$ cat src/rtl/relu_quant_maxpool.sv
// ReLU + round-half-up requantization + 2x2 stride-2 max pooling over a raster conv stream.
// Optional macro SAT_COUNT_EN adds sat_count, a per-frame count of saturated samples.
module relu_quant_maxpool #(
    parameter int ACC_WIDTH  = 29,
    parameter int DATA_WIDTH = 8,
    parameter int ROW_LEN    = 220,
    parameter int NUM_ROWS   = 220,
    parameter int SHIFT      = 8
) (
    input  logic                        clk,
    input  logic                        rst,
    input  logic signed [ACC_WIDTH-1:0] conv_in,
    input  logic                        conv_in_valid,
    output logic [DATA_WIDTH-1:0]       pool_out,
    output logic                        pool_out_valid,
    output logic                        frame_done
`ifdef SAT_COUNT_EN
    ,
    output logic [15:0]                 sat_count
`endif
);
    localparam int CW   = (ROW_LEN  > 1) ? $clog2(ROW_LEN)  : 1;
    localparam int RW   = (NUM_ROWS > 1) ? $clog2(NUM_ROWS) : 1;
    localparam int HALF = ROW_LEN / 2;
    localparam int LW   = (HALF > 1) ? $clog2(HALF) : 1;
    localparam logic [ACC_WIDTH:0] RND  = {{ACC_WIDTH{1'b0}}, 1'b1} << (SHIFT - 1);
    localparam logic [ACC_WIDTH:0] QMAX = {{(ACC_WIDTH+1-DATA_WIDTH){1'b0}}, {DATA_WIDTH{1'b1}}};

    logic [ACC_WIDTH:0]    sum, t;
    logic                  neg, over;
    logic [DATA_WIDTH-1:0] q_next, q;
    logic                  q_valid;
`ifdef SAT_COUNT_EN
    logic                  q_over;
`endif

    // One extra bit of headroom keeps the rounding add from wrapping.
    always_comb begin
        neg    = conv_in[ACC_WIDTH-1];
        sum    = {1'b0, conv_in} + RND;
        t      = sum >> SHIFT;
        over   = !neg && (t > QMAX);
        q_next = neg ? '0 : (over ? '1 : t[DATA_WIDTH-1:0]);
    end

    always_ff @(posedge clk or negedge rst) begin
        if (!rst) begin
            q       <= '0;
            q_valid <= 1'b0;
`ifdef SAT_COUNT_EN
            q_over  <= 1'b0;
`endif
        end else begin
            q_valid <= conv_in_valid;
            if (conv_in_valid) begin
                q <= q_next;
`ifdef SAT_COUNT_EN
                q_over <= over;
`endif
            end
        end
    end

    logic [CW-1:0]         col;
    logic [RW-1:0]         row;
    logic [DATA_WIDTH-1:0] hold, m, lb_rd;
    logic [LW-1:0]         lb_idx;
    logic                  last_col, last_row;
    logic [DATA_WIDTH-1:0] linebuf [HALF];

    assign last_col = (col == CW'(ROW_LEN - 1));
    assign last_row = (row == RW'(NUM_ROWS - 1));
    assign lb_idx   = LW'(col >> 1);
    assign m        = (q > hold) ? q : hold;
    assign lb_rd    = linebuf[lb_idx];

    // An odd trailing column or row never reaches an odd/odd position, so it is dropped naturally.
    always_ff @(posedge clk or negedge rst) begin
        if (!rst) begin
            col            <= '0;
            row            <= '0;
            hold           <= '0;
            pool_out       <= '0;
            pool_out_valid <= 1'b0;
            frame_done     <= 1'b0;
        end else begin
            pool_out_valid <= 1'b0;
            frame_done     <= 1'b0;
            if (q_valid) begin
                if (!col[0]) begin
                    hold <= q;
                end else if (row[0]) begin
                    pool_out       <= (lb_rd > m) ? lb_rd : m;
                    pool_out_valid <= 1'b1;
                end
                if (last_col && last_row)
                    frame_done <= 1'b1;
                if (last_col) begin
                    col <= '0;
                    row <= last_row ? '0 : row + 1'b1;
                end else begin
                    col <= col + 1'b1;
                end
            end
        end
    end

    // Written in even rows, read in odd rows: no reset needed.
    always_ff @(posedge clk) begin
        if (q_valid && col[0] && !row[0])
            linebuf[lb_idx] <= m;
    end

`ifdef SAT_COUNT_EN
    always_ff @(posedge clk or negedge rst) begin
        if (!rst)
            sat_count <= '0;
        else if (q_valid) begin
            if (col == '0 && row == '0)
                sat_count <= {15'd0, q_over};
            else if (q_over && sat_count != 16'hFFFF)
                sat_count <= sat_count + 16'd1;
        end
    end
`endif

endmodule

$ cat config.mk
export PLATFORM = sky130hd
export DESIGN_NAME = relu_quant_maxpool
export DESIGN_NICKNAME = d
export VERILOG_FILES = /design/src/rtl/relu_quant_maxpool.sv
export SDC_FILE = /design/constraint.sdc
export NUM_CORES = 1
export LEC_CHECK = 0
export BUFFER_PORTS_ARGS = -buffer_cell sky130_fd_sc_hd__clkbuf_2
export CAP_MARGIN = 10
export CORE_AREA = 2 2 292 294
export CTS_BUF_LIST = sky130_fd_sc_hd__clkbuf_4
export CTS_CLUSTER_SIZE = 10
export DETAILED_ROUTE_END_ITERATION = 10
export DIE_AREA = 0 0 294 296
export HOLD_SLACK_MARGIN = 0.06
export REMOVE_ABC_BUFFERS = 1
export SYNTH_ARGS = -nofsm -noshare
export SYNTH_HDL_FRONTEND = slang
export SYNTH_SLANG_ARGS = --single-unit
$ cat constraint.sdc
create_clock -name clk -period 11.8 [get_ports clk]
set_clock_uncertainty 0.15 [all_clocks]
set_input_delay 1.18 -clock clk [delete_from_list [all_inputs] [get_ports clk]]
set_output_delay 1.18 -clock clk [all_outputs]
set_load 0.05 [all_outputs]
# After elaboration in Yosys (flattened, before gate mapping)

Memories as Yosys holds them, arrays and structs flattened.
Index checks and enable logic that the tools add are counted.

Equal/unequal tests: 2
Add/subtract/negate cells: 3
Reductions and logical operators: 9
Mux-type cells: 13
Magnitude comparators: 3
Bitwise logic cells: 1

Operators by type and width:

| operator                                                               | number |
|---|---|
| 8-bit two-way mux                                                      | 6 |
| 29-bit by 8-bit adder with 30-bit output (second input constant)       | 1 |
| 22-bit by 8-bit > comparator with 1-bit output (second input constant) | 1 |
| 8-bit by 1-bit adder with 8-bit output (second input constant)         | 2 |
| 8-bit equality test (second input constant)                            | 2 |
| 8-bit > comparator                                                     | 2 |
| 1-bit two-way mux                                                      | 7 |
| 1-bit logical AND                                                      | 4 |
| 2-bit AND reduction                                                    | 2 |
| 3-bit AND reduction                                                    | 1 |
| 1-bit zero test                                                        | 2 |
| 1-bit inverter                                                         | 1 |

Memory bits (writable): 880
Output and inout bits: 10
Register bits after elaboration: 43
Input port bits: 32
Word-level logic and storage cells: 40
Memories: 1

Memory list:

| memory  | depth | width | read ports | clocked after Yosys merged registers in | wr ports | RTL line | text |
|---|---|---|---|---|---|---|---|
| linebuf | 110   | 8     | 1          | 0                                       | 1        | 69       | `logic [DATA_WIDTH-1:0] linebuf [HALF];` |

# Depth between registers and ports, before layout

Depth after elaboration: 5
Depth in mapped cells: 21
Mapped depth without buffers: 16

# Least setup slack after synthesis

No wires, ideal clock.

Path type: reg-to-reg
From: register q[7]
To: register pool_out[1]
Slack: 7,144 ps
Setup time: 126 ps
Period minus slack after synthesis: 4,656 ps
Buffers on the path: 0
Arrival time: 4,380 ps
Required time: 11,524 ps
Stages on the path, launching flop included: 16
Cells stage by stage: dfrtp_1 ha_1 nand2_1 o21ai_0 mux2i_1 a21oi_1 mux2i_1 inv_1 ha_1 nor2b_1 o21a_1 o21a_1 o31a_1 nand2_1 inv_1 a221o_1

Longest elaborated chain between the ends: 4

Ends and longest elaborated chain:

| element                | RTL line | text |
|---|---|---|
| start, declared        | 31       | `logic [DATA_WIDTH-1:0] q_next, q;` |
| start signal, assigned | 56       | `q <= q_next;` |
| 8-bit > comparator     | 74       | `assign m = (q > hold) ? q : hold;` |
| 8-bit two-way mux      | 74       |  |
| named net m[0]         | 66       | `logic [DATA_WIDTH-1:0] hold, m, lb_rd;` |
| 8-bit > comparator     | 93       | `pool_out <= (lb_rd > m) ? lb_rd : m;` |
| 8-bit two-way mux      | 93       |  |
| end signal, assigned   | 93       |  |
| end, declared          | 14       | `output logic [DATA_WIDTH-1:0] pool_out,` |

The timed path passes the listed nets, and every way through them passes these cells.
A chain may end at the register's enable or synchronous reset.

# Final worst setup path

From: register col[3]
To: register pool_out[1]

Longest elaborated chain between the ends: 3

Ends and longest elaborated chain:

| element                | RTL line | text |
|---|---|---|
| start, declared        | 64       | `logic [CW-1:0] col;` |
| start signal, assigned | 102      | `col <= col + 1'b1;` |
| memory 110 x 8 bit *   | -        |  |
| 8-bit > comparator     | 93       |  |
| 8-bit two-way mux *    | 93       |  |

Every way passes the cells marked *; elsewhere a longest branch is shown, timed or not.

==> flow_metrics.env <==
export IMPL_cts_tree="built"
export IMPL_fill_cells=7005
export IMPL_drt_wl_total_um=106000
export IMPL_grt_pass1_wl_um=153000
export IMPL_multi_input_area_mm2=0.00910
export IMPL_rsz0062_at_grt="false"
export IMPL_crit_path_max_incr_delay_ps=1090
export IMPL_ys_seq_elements=923
export IMPL_drc=0
export IMPL_path_max_fanout=112
export IMPL_maxSlewHeadroom=0.0846
export IMPL_slowest_stage="nor4_1"
export IMPL_placed_area_mm2=0.0387
export IMPL_gp_congestion=0.883
export IMPL_netSwitchingPower_w=0.00364
export IMPL_leakage_nw=13.7
export IMPL_maxCapViolations=0
export IMPL_postCtsSetupRepairBufs=0
export IMPL_path_cells="buf_12 -> or2_2 -> o22ai_1 -> a21oi_1 -> o32ai_1 -> or4_1 -> nor4_1 -> ha_1 -> nand2_1 -> o21ai_0 -> mux2_2 -> o31a_1 -> nand2_1 -> inv_1 -> a221o_1"
export IMPL_ys_seq_area_frac=0.734
export IMPL_overflow=0
export IMPL_p_int_w=0.00640
export IMPL_drive_above_1_share=0.253
export IMPL_antenna_left=0
export IMPL_setup_violations=0
export IMPL_root_buffer="clkbuf_4"
export IMPL_clk_pin_slew_ps=70
export IMPL_final_area_mm2=0.0417
export IMPL_instances_no_fill=3685
export IMPL_period_needed_ps=6480
export IMPL_cts_resized=0
export IMPL_coreArea_mm2=0.0842
export IMPL_cp_top_family="simple AND/OR/NAND/NOR gates"
export IMPL_p_per_area_mw_per_mm2=241
export IMPL_die_h_um=296
export IMPL_synth_distinct_cells=75
export IMPL_yosysWarnings=0
export IMPL_vias=22600
export IMPL_die_area_mm2=0.0870
export IMPL_cts_buffers=231
export IMPL_placed_cells=3271
export IMPL_status="complete, no violations"
export IMPL_clockPowerShare=0.269
export IMPL_hold_viol=0
export IMPL_fin_tns_setup_ps=0
export IMPL_pwr_share_seq=0.412
export IMPL_ctsHoldBuffers=0
export IMPL_cts_sinks=923
export IMPL_postSynth_asyncResetShare=0.0466
export IMPL_grt_use_total=0.245
export IMPL_clkLatencyLatePin_ps=1090
export IMPL_cp_common_cell="nand2_1"
export IMPL_clock_path_buffers=3
export IMPL_comb_power_share=0.318
export IMPL_r2r_slack_ps=5320
export IMPL_fmax_mhz=154
export IMPL_r2r_end="pool_out[1]$_DFFE_PN0P_"
export IMPL_antenna_found_initial=5
export IMPL_ioPinCount=42
export IMPL_grt_max_degree=113
export IMPL_hold_path_class="in2async"
export IMPL_synth_edf_count=880
export IMPL_die_x_um=294
export IMPL_synth_ff_type="edfxtp_1"
export IMPL_swShare=0.363
export IMPL_critPathKind="reg2reg"
export IMPL_holdWs_ps=156
export IMPL_wl_per_cell_um=28.8
export IMPL_drv_slew=0
export IMPL_r2r_cells=15
export IMPL_period_share=0.549
export IMPL_final_nets=2467
export IMPL_syn_mean_instance_area_um2=16.7
export IMPL_hpwl_um=62400
export IMPL_cp_end_kind="register"
export IMPL_synth_area_mm2=0.0375
export IMPL_syn_to_final_growth_pct=11.3
export IMPL_tightest_slew_ps=1360
export IMPL_grt_pass1_vias=22300
export IMPL_irDropWorstVdd_v=0.000227
export IMPL_rows=107
export IMPL_cts_max_level=4
export IMPL_seq_area_mm2=0.0275
export IMPL_power_w=0.0100
export IMPL_required_ps=12560
export IMPL_crit_reg2reg_launch="col[3]$_DFFE_PN0P_"
export IMPL_first_pass_iters=6
export IMPL_numPortBuffers=34
export IMPL_cp_start_kind="register"
export IMPL_drt_iter0_markers=2842
export IMPL_arrival_ps=7250
export IMPL_cp_buffers_inverters=2
export IMPL_synthCells=2240
export IMPL_start_util=0.445
export IMPL_viasPerCell=6.14
## synth_stat cells, drive strengths merged (4+ instances only)
| library cell | count | share of area |
|---|---|---|
| a21o | 4 | 0.00080 |
| and3 | 13 | 0.0022 |
| nand4 | 14 | 0.0025 |
| nand3 | 29 | 0.0039 |
| or3 | 4 | 0.00067 |
| a221oi | 41 | 0.0096 |
| a22oi | 28 | 0.0056 |
| nor4 | 6 | 0.0010 |
| nor2b | 17 | 0.0028 |
| or4 | 5 | 0.0010 |
| and2 | 10 | 0.0017 |
| o2111ai | 4 | 0.00093 |
| o31ai | 7 | 0.0014 |
| and4 | 6 | 0.0014 |
| clkbuf | 65 | 0.0065 |
| a211oi | 17 | 0.0034 |
| ha | 19 | 0.0063 |
| mux2i | 81 | 0.022 |
| xnor2 | 9 | 0.0021 |
| o32ai | 4 | 0.00093 |
| mux4 | 75 | 0.046 |
| a2bb2oi | 8 | 0.0019 |
| a221o | 12 | 0.0032 |
| buf | 79 | 0.014 |
| a2111oi | 4 | 0.00093 |
| inv | 34 | 0.0034 |
| edfxtp | 880 | 0.70 |
| nor2 | 177 | 0.018 |
| nand2b | 8 | 0.0013 |
| xor2 | 4 | 0.00093 |
| nand2 | 96 | 0.0096 |
| nor3 | 19 | 0.0028 |
| or2 | 6 | 0.0010 |
| o22ai | 69 | 0.012 |
| a31oi | 6 | 0.0010 |
| o211ai | 9 | 0.0018 |
| mux2 | 106 | 0.032 |
| dfrtp | 43 | 0.029 |
| o221ai | 61 | 0.014 |
| a21oi | 53 | 0.0071 |
| o22a | 7 | 0.0016 |
| a22o | 4 | 0.00093 |
| o21ai | 63 | 0.0084 |
## metrics by stage
stage,utilization,worst slack (ps)
floorplan,-,-348
global placement,0.460,5640
detailed placement,0.460,5600
CTS,0.495,5570
global route,0.495,5290
finish,0.495,5320
## state kept, by name, indices dropped and copies added (netlist names)
name and flops:
col 8, frame_done 1, hold 8, linebuf 880, pool_out 8, pool_out_valid 1
q 8, q_valid 1, row 8
## cell type report
cell class / count / share of cell area
diodes: 5 / 0.000300
clock buffers: 347 / 0.0625
clock inverters: 60 / 0.00906
inverters: 34 / 0.00324
multi-input cells: 1139 / 0.218
flip-flops and latches: 923 / 0.660
well taps: 1090 / 0.0327
repair buffers: 87 / 0.0144
## power groups by stage
stage | clock network, W | registers, W | logic (W)
after floorplan | 0 | 0.00440 | 0.00175
after global placement | 0 | 0.00421 | 0.00309
after detailed placement | 0 | 0.00421 | 0.00313
after CTS | 0.00275 | 0.00414 | 0.00314
after global routing | 0.00292 | 0.00415 | 0.00332
final | 0.00270 | 0.00414 | 0.00320
## metal layers
metal	routed length (µm)	vias to the layer above	share of wire	track usage
met5	20	-	0.00019	0
met4	4170	4	0.039	0.101
met3	10900	245	0.10	0.0565
met2	49600	1367	0.47	0.386
met1	41400	11400	0.39	0.331
li1	-	9559	-	-
## worst reg2reg max path: cells and delay by family (launching register included)
family / cells / cell delay (ps)
mux: 1 / 300
fa+ha+maj: 1 / 430
compound gates: 6 / 1440
simple gates: 5 / 2470
flops: 1 / 830
buf+inv: 2 / 710
## placed cells by master (no fill, tap or decap), types with 35 or more instances in the layout
| cell | n |
|---|---|
| o22ai_1 | 69 |
| nor2_1 | 177 |
| buf_4 | 48 |
| dfrtp_1 | 40 |
| a221oi_1 | 41 |
| mux2i_1 | 81 |
| nand2_1 | 96 |
| clkinv_1 | 35 |
| clkbuf_4 | 347 |
| o221ai_1 | 61 |
| clkbuf_2 | 36 |
| a21oi_1 | 53 |
| mux4_2 | 64 |
| o21ai_0 | 62 |
| edfxtp_1 | 880 |
| mux2_2 | 103 |
## cells by family after synthesis
group                    Yosys count  share of synthesized area
adder cells (fa/ha/maj)           19                    0.00634
XOR/XNOR                          13                    0.00304
buffers and inverters            178                     0.0243
multiplexers                     262                     0.0997
AND/OR/NAND/NOR                  416                     0.0510
flip-flops                       923                      0.734
AO/OA/AOI/OAI                    429                     0.0819
## worst max-delay path by stage
stage	from	to	slack, ps	cells after the start
after CTS	col[3]$_DFFE_PN0P_	pool_out[1]$_DFFE_PN0P_	5570	15
after global placement	col[3]$_DFFE_PN0P_	pool_out[5]$_DFFE_PN0P_	5640	15
final	col[3]$_DFFE_PN0P_	pool_out[1]$_DFFE_PN0P_	5320	15
after floorplan	col[1]$_DFFE_PN0P_	pool_out[1]$_DFFE_PN0P_	-350	14
after detailed placement	col[3]$_DFFE_PN0P_	pool_out[0]$_DFFE_PN0P_	5600	15
after global routing	col[3]$_DFFE_PN0P_	pool_out[1]$_DFFE_PN0P_	5290	16
No activity file was read; power rests on OpenSTA's default activity.
